`src/rtl/pmm_avl_pkg.sv`:
```
// Shared definitions for the partial-matrix-multiply Avalon-MM link.
// Holds the master's state encoding, the slave register map (also used by
// the slave adapter so both ends agree on addresses) and the default
// data/result widths.
package pmm_avl_pkg;

  localparam int PMM_DATA_W = 32;  // Avalon data / operand width
  localparam int PMM_RES_W  = 18;  // significant bits of the product

  // Slave register map
  localparam logic [1:0] PMM_ADDR_A = 2'b00;  // operand A (write)
  localparam logic [1:0] PMM_ADDR_B = 2'b01;  // operand B (write)
  localparam logic [1:0] PMM_ADDR_R = 2'b10;  // result    (read)

  typedef enum logic [2:0] {
    IDLE,     // waiting for an operand pair
    WR_A,     // write of operand A outstanding
    WR_B,     // write of operand B outstanding
    RD_REQ,   // read request outstanding
    RD_WAIT,  // read accepted, waiting for readdatavalid
    PUSH      // result offered on the result stream
  } state_e;

endpackage

```
`src/rtl/avl_mm_pmm_master.sv`:
```
// Avalon-MM master for the partial-matrix-multiply slave.
// Takes operand pairs on a valid/ready stream, writes A and B to the slave,
// reads the product back and offers it on a valid/ready result stream.
//
// Ports:
//   _CLK, _RST            clock, asynchronous active-high reset
//   _OP_A/_OP_B/_OP_VALID operand pair stream in; OP_READY_ accepts it
//   RES_DATA_/RES_VALID_  result stream out; _RES_READY accepts it
//   _CLR_ERR              clears the sticky TIMEOUT_ERR_ flag
//   AVM_*                 Avalon-MM master outputs
//   _AVM_*                Avalon-MM slave responses
//   BUSY_                 a transaction is in progress
//   TIMEOUT_ERR_          sticky: a read never returned data in time
//   XFER_CNT_             completed results, wraps
module avl_mm_pmm_master
  import pmm_avl_pkg::*;
#(
  parameter int         DATA_W  = PMM_DATA_W,
  parameter int         RES_W   = PMM_RES_W,
  parameter logic [1:0] ADDR_A  = PMM_ADDR_A,
  parameter logic [1:0] ADDR_B  = PMM_ADDR_B,
  parameter logic [1:0] ADDR_R  = PMM_ADDR_R,
  parameter int         TIMEOUT = 15,
  parameter int         CNT_W   = 16
) (
  input  logic              _CLK,
  input  logic              _RST,
  input  logic [DATA_W-1:0] _OP_A,
  input  logic [DATA_W-1:0] _OP_B,
  input  logic              _OP_VALID,
  output logic              OP_READY_,
  output logic [RES_W-1:0]  RES_DATA_,
  output logic              RES_VALID_,
  input  logic              _RES_READY,
  input  logic              _CLR_ERR,
  output logic              AVM_CS_,
  output logic [1:0]        AVM_ADDR_,
  output logic              AVM_WRITE_,
  output logic              AVM_READ_,
  output logic [DATA_W-1:0] AVM_WRITEDATA_,
  input  logic [DATA_W-1:0] _AVM_READDATA,
  input  logic              _AVM_WAITREQUEST,
  input  logic              _AVM_READDATAVALID,
  output logic              BUSY_,
  output logic              TIMEOUT_ERR_,
  output logic [CNT_W-1:0]  XFER_CNT_
);

  localparam int TO_W = $clog2(TIMEOUT + 1);

  state_e              state_q;
  logic [DATA_W-1:0]   op_b_q;      // A goes straight into wdata_q; only B must wait
  logic [DATA_W-1:0]   wdata_q;
  logic [1:0]          addr_q;
  logic                write_q;
  logic                read_q;
  logic [TO_W-1:0]     to_cnt_q;
  logic [RES_W-1:0]    res_data_q;
  logic                res_valid_q;
  logic                err_q;
  logic [CNT_W-1:0]    xfer_cnt_q;

  // NOTE: every state register uses <= so all of them see the pre-edge values
  // and the async reset branch clears the complete set, abandoning any
  // transaction and dropping every strobe immediately.
  always_ff @(posedge _CLK or posedge _RST) begin
    if (_RST) begin
      state_q     <= IDLE;
      op_b_q      <= '0;
      wdata_q     <= '0;
      addr_q      <= '0;
      write_q     <= 1'b0;
      read_q      <= 1'b0;
      to_cnt_q    <= '0;
      res_data_q  <= '0;
      res_valid_q <= 1'b0;
      err_q       <= 1'b0;
      xfer_cnt_q  <= '0;
    end else begin
      // NOTE: the clear is written before the case so a timeout set issued
      // later in this block on the same edge overrides it.
      if (_CLR_ERR) err_q <= 1'b0;

      case (state_q)
        IDLE: begin
          if (_OP_VALID) begin
            op_b_q  <= _OP_B;
            wdata_q <= _OP_A;
            addr_q  <= ADDR_A;
            write_q <= 1'b1;
            state_q <= WR_A;
          end
        end
        WR_A: begin
          if (!_AVM_WAITREQUEST) begin
            wdata_q <= op_b_q;
            addr_q  <= ADDR_B;
            state_q <= WR_B;
          end
        end
        WR_B: begin
          if (!_AVM_WAITREQUEST) begin
            write_q <= 1'b0;
            read_q  <= 1'b1;
            addr_q  <= ADDR_R;
            state_q <= RD_REQ;
          end
        end
        RD_REQ: begin
          if (!_AVM_WAITREQUEST) begin
            read_q   <= 1'b0;
            to_cnt_q <= '0;
            state_q  <= RD_WAIT;
          end
        end
        RD_WAIT: begin
          if (_AVM_READDATAVALID) begin
            res_data_q  <= _AVM_READDATA[RES_W-1:0];
            res_valid_q <= 1'b1;
            state_q     <= PUSH;
          end else if (to_cnt_q == TO_W'(TIMEOUT - 1)) begin
            // This is the TIMEOUT-th empty cycle: give up on the read.
            err_q   <= 1'b1;
            state_q <= IDLE;
          end else begin
            to_cnt_q <= to_cnt_q + TO_W'(1);
          end
        end
        PUSH: begin
          if (_RES_READY) begin
            res_valid_q <= 1'b0;
            xfer_cnt_q  <= xfer_cnt_q + CNT_W'(1);
            state_q     <= IDLE;
          end
        end
        default: state_q <= IDLE;
      endcase
    end
  end

  // Bits above the result width carry nothing the multiplier produces.
  logic unused_readdata;
  assign unused_readdata = &{1'b0, _AVM_READDATA[DATA_W-1:RES_W]};

  assign OP_READY_      = (state_q == IDLE);
  assign BUSY_          = (state_q != IDLE);
  assign AVM_CS_        = write_q | read_q;
  assign AVM_ADDR_      = addr_q;
  assign AVM_WRITE_     = write_q;
  assign AVM_READ_      = read_q;
  assign AVM_WRITEDATA_ = wdata_q;
  assign RES_DATA_      = res_data_q;
  assign RES_VALID_     = res_valid_q;
  assign TIMEOUT_ERR_   = err_q;
  assign XFER_CNT_      = xfer_cnt_q;

endmodule

```
`config.mk`:
```
export PLATFORM = sky130hd
export DESIGN_NAME = avl_mm_pmm_master
export DESIGN_NICKNAME = d
export VERILOG_FILES = /design/src/rtl/pmm_avl_pkg.sv /design/src/rtl/avl_mm_pmm_master.sv
export SDC_FILE = /design/constraint.sdc
export NUM_CORES = 1
export LEC_CHECK = 0
export BUFFER_PORTS_ARGS = -buffer_cell sky130_fd_sc_hd__buf_2
export CORE_MARGIN = 2
export CORE_UTILIZATION = 40
export CTS_CLUSTER_SIZE = 30
export DETAILED_ROUTE_END_ITERATION = 6
export PLACE_DENSITY_LB_ADDON = 0.2
export SLEW_MARGIN = 20
export SYNTH_ARGS = -nofsm -noshare
export SYNTH_HDL_FRONTEND = slang
export SYNTH_SLANG_ARGS = --single-unit
```
`constraint.sdc`:
```
create_clock -name _CLK -period 4.3 [get_ports _CLK]
set_input_delay 1.29 -clock _CLK [delete_from_list [all_inputs] [get_ports _CLK]]
set_output_delay 1.29 -clock _CLK [all_outputs]
set_load 0.005 [all_outputs]
```
# Word-level counts from Yosys, hierarchy flattened
# Cells that the tools add are included.
# classes
muxes	31
n_addsub	2
n_reduce_logical	18
n_eq_ne	15
bitwise	1
# ops
operator	count
2-to-1 mux 32 bit	2
one-hot mux 32 bit (2 select lines)	1
2-to-1 mux 3 bit	7
one-hot mux 3 bit (6 select lines)	1
adder 16 x 1 -> 16 bit, second input constant	1
inequality test 2 bit, second input constant	8
2-to-1 mux 4 bit	3
AND reduction 3 bit	4
nonzero test 2 bit	5
2-to-1 mux 1 bit	9
one-hot mux 4 bit (2 select lines)	1
AND reduction 4 bit	2
equality test 3 x 2 -> 1 bit, second input constant	2
equality test 3 bit, second input constant	2
2-to-1 mux 2 bit	3
one-hot mux 1 bit (2 select lines)	3
one-hot mux 2 bit (3 select lines)	1
AND reduction 2 bit	3
AND reduction 6 bit	1
nonzero test 3 bit	2
adder 4 x 1 -> 4 bit, second input constant	1
equality test 4 bit, second input constant	1
equality test 3 x 1 -> 1 bit, second input constant	1
logical NOT 3 bit	1
2 further kinds	2
# word_totals
word_cells	78
inputBits	103
register_bits	111

# Depth between registers and ports, before layout
# depth
depth_word	4
ltp_mapped	7
mapped_depth_nobuf	6

# Worst setup path before layout
# Ideal clock, no wire load.
# synth_timing
path_type	input port to flip-flop
from	in _OP_VALID
to	reg wdata_q[0], in the netlist AVM_WRITEDATA_[0]
stages	5
arrival_ns	2.107
n_path_buf	1
required_ns	4.217
path_slack_ns	2.110
cell_sequence	and2b_1 o21ai_2 clkbuf_1 nand2_1 o21ai_0
# synth_via
elab_chain_len	2
# synth_lines
item	line	text
start, declared	avl_mm_pmm_master.sv:30	input logic _OP_VALID,
inequality test 2 bit (no line)	--	
AND reduction 3 bit (no line)	--	
end signal, assigned	avl_mm_pmm_master.sv:88	wdata_q <= _OP_A;
end signal, assigned	avl_mm_pmm_master.sv:96	wdata_q <= op_b_q;
end, declared	avl_mm_pmm_master.sv:53	logic [DATA_W-1:0] wdata_q;
# Every way passes these cells.
# A chain may end at the register's enable or synchronous reset.

# Worst setup path in the final report
# layout_timing
from	reg state_q[1]
to	out BUSY_
# layout_via
elab_chain_len	1
# layout_lines
item	line	text
start, declared	avl_mm_pmm_master.sv:51	state_e state_q;
start signal, assigned	avl_mm_pmm_master.sv:68	state_q <= IDLE;
start signal, assigned	avl_mm_pmm_master.sv:91	state_q <= WR_A;
start signal, assigned	avl_mm_pmm_master.sv:98	state_q <= WR_B;
nonzero test 3 bit	avl_mm_pmm_master.sv:146	assign BUSY_ = (state_q != IDLE);
end, declared	avl_mm_pmm_master.sv:44	output logic BUSY_,
# Every way passes these cells.

==> impl_metrics.env <==
export IMPL_h_tree_depth=3
export IMPL_worst_slack_ns=1.50
export IMPL_top_layer="met4"
export IMPL_grt_overflow=0
export IMPL_holdBufCountCts=0
export IMPL_ys_warn_count=0
export IMPL_cts_inserted_buffers=9
export IMPL_diodes=0
export IMPL_required_ns=3.01
export IMPL_wl_met3_um=682
export IMPL_root_buffer="clkbuf_16"
export IMPL_fill_cells=1105
export IMPL_clock_power_share=0.220
export IMPL_synth_area_per_cell_um2=12.6
export IMPL_gp_congestion=0.775
export IMPL_clk_pin_slew_worst_paths_ns=0.07
export IMPL_hold_viol=0
export IMPL_initial_core_util=0.407
export IMPL_slowest_stage="dfrtp_1"
export IMPL_final_core_util=0.510
export IMPL_powerDensity_nw_per_um2=675
export IMPL_cts_tree="built"
export IMPL_crit_chain="nor3_1 -> inv_2 -> buf_2"
export IMPL_ant_nets=0
export IMPL_instances_no_fill=696
export IMPL_pin_count=178
export IMPL_antenna_found_initial=0
export IMPL_crit_fanout=18
export IMPL_fin_area_um2=6100
export IMPL_cts_resized=0
export IMPL_finalClockSkew_ns=0.00590
export IMPL_clk_latency_ns=0.34
export IMPL_drc=0
export IMPL_min_period_ns=2.80
export IMPL_p_switching_mw=1.35
export IMPL_track_usage=0.162
export IMPL_synthCells=386
export IMPL_synth_top_area_cell="dfrtp_1"
export IMPL_ys_ff_latch=111
export IMPL_row_count=40
export IMPL_syn_area_um2=4870
export IMPL_maxSlewViolCount=0
export IMPL_timing_setup_tns_ns=0
export IMPL_dp_slack_ns=1.24
export IMPL_wl_met1_mm=4.62
export IMPL_wl_met2_mm=4.73
export IMPL_dr_pass1_iters=4
export IMPL_cp_num_buf_inv=2
export IMPL_slowest_delay_ns=0.59
export IMPL_max_cap_violations=0
export IMPL_maxSlewHeadroom=0.273
export IMPL_routed_via_density=4.98
export IMPL_dieArea_um2=13100
export IMPL_crit_type="reg2out"
export IMPL_timing_final_crit_share=0.651
export IMPL_numClockSinks=111
export IMPL_seqCellArea_um2=2780
export IMPL_cp_top_family="flip-flops"
export IMPL_vias=3463
export IMPL_tightest_slew_ns=1.09
export IMPL_place_inst=680
export IMPL_worstHoldPathType="reg2reg"
export IMPL_async_flop_share=1.00
export IMPL_multi_input_area_um2=1930
export IMPL_ff2ff_setup_slack_ns=1.92
export IMPL_post_dp_cell_area_um2=5770
export IMPL_drt_iter0_drc=130
export IMPL_grt_max_degree=66
export IMPL_grt_setup_unrepaired="no"
export IMPL_arrival_ns=1.51
export IMPL_die_x_um=114
export IMPL_clock_fmax_mhz=357
export IMPL_crit_path_end_kind="primary output"
export IMPL_first_global_vias=3510
export IMPL_synth_distinct_cells=48
export IMPL_core_area_um2=12000
export IMPL_synth_nets=492
export IMPL_cts_buffer_depth=2
export IMPL_vdd_ir_drop_max_mv=0.260
export IMPL_dp_hpwl_mm=7.19
export IMPL_p_leak_nw=3.04
export IMPL_synth_top_area_share=0.570
export IMPL_wl_per_cell_um=14.8
export IMPL_synth_edff_count=0
export IMPL_power_share_sequential=0.434
export IMPL_yosysSeqAreaShare=0.570
export IMPL_p_int_mw=2.76
export IMPL_dominantRegCellSynth="dfrtp_1"
export IMPL_cts_setup_buffers=0
export IMPL_pwr_share_comb=0.346
export IMPL_sw_frac_of_total=0.328
export IMPL_wirelength_mm=10.3
export IMPL_fin_nets=650
export IMPL_io_buffers=163
export IMPL_drive_gt1_frac=0.408
export IMPL_fp_dieH_um=114
export IMPL_syn2layout_area_growth_pct=25.2
export IMPL_finalSetupViolations=0
export IMPL_ys_top_cells_by_area="dfrtp_1, mux2i_1, mux2_1"
export IMPL_cp_start_kind="register"
export IMPL_status="finished, final reports clean"
export IMPL_grt_first_pass_wirelength_mm=16.6
==> power by group through the flow <==
stage	Combinational, mW	Clock [mW]	Sequential, mW
after floorplan	1.03	0	1.74
after global placement	1.41	0	1.77
after detailed placement	1.46	0	1.81
after CTS	1.46	0.935	1.79
after global routing	1.61	0.967	1.85
final	1.42	0.907	1.79
==> metrics by stage <==
stage | hold WS, ns | total power [mW]
floorplan | 0.458 | 2.77
global placement | 0.458 | 3.19
detailed placement | 0.461 | 3.26
CTS | 0.477 | 4.18
global route | 0.499 | 4.42
finish | 0.472 | 4.11
==> cell families after synthesis <==
| kind of cell | Yosys count | synth area share |
|---|---|---|
| xor+xnor | 16 | 0.0288 |
| mux | 85 | 0.198 |
| buf+inv | 27 | 0.0360 |
| fa+ha+maj | 3 | 0.00771 |
| compound gates | 49 | 0.0537 |
| simple gates | 95 | 0.106 |
| flops | 111 | 0.570 |
==> cells in the mapped netlist (2+ instances only) <==
cell and instances:
dfrtp_1 111, clkbuf_1 6, nor3_1 5, or2_2 2, buf_6 6, xor2_1 5, buf_4 3, ha_1 3
nand2_1 49, nor2_1 9, xnor2_1 11, a21oi_1 4, inv_1 8, mux2i_1 34, o21ai_0 39, nand2b_1 3
mux2_1 21, nand3_1 8, nand4_1 3, mux2_4 9, mux2_2 20
==> path summary, 6_finish.rpt <==
kind	startpoint	to	cells after the start
max reg2reg	state_q[1]	op_b_q[29]	4
max	state_q[1]	BUSY_	3
min in group asynchronous	_RST	XFER_CNT_[15]	2
min	XFER_CNT_[15]	XFER_CNT_[15]	1
max in group asynchronous	_RST	AVM_WRITEDATA_[8]	3
min reg2reg	XFER_CNT_[15]	XFER_CNT_[15]	1
==> area by class of cell <==
class                      instances  share of cell area
clock buffer                      10              0.0392
clock inverter                     6              0.0150
inverter                           9             0.00595
multi-input combinational        248               0.316
sequential                       111               0.455
tap                              147              0.0302
timing repair buffer             165               0.138
==> placed cells by master (no fill, tap or decap), drive strengths merged, types with 2 or more instances in the layout <==
cell / instances
a21oi: 4
buf: 165
bufinv: 2
clkbuf: 10
clkinvlp: 3
dfrtp: 111
ha: 3
inv: 10
mux2: 50
mux2i: 34
nand2: 49
nand2b: 3
nand3: 8
nand4: 4
nor2: 11
nor3: 6
nor3b: 2
o21ai: 40
or2: 2
xnor2: 11
xor2: 5
==> flip-flops by register name, summed over array words and instances, names as in the netlist, 2 cells and up <==
name / count
AVM_ADDR_: 2
XFER_CNT_: 16
to_cnt_q: 4
op_b_q: 32
state_q: 3
RES_DATA_: 18
AVM_WRITEDATA_: 32
==> routing by layer <==
| layer | global-route usage | vias to the layer above |
|---|---|---|
| li1 | - | 1645 |
| met1 | 0.201 | 1685 |
| met2 | 0.267 | 118 |
| met3 | 0.0413 | 15 |
| met4 | 0.0732 | 0 |
| met5 | 0 | - |
No activity file was read; power rests on OpenSTA's default activity.
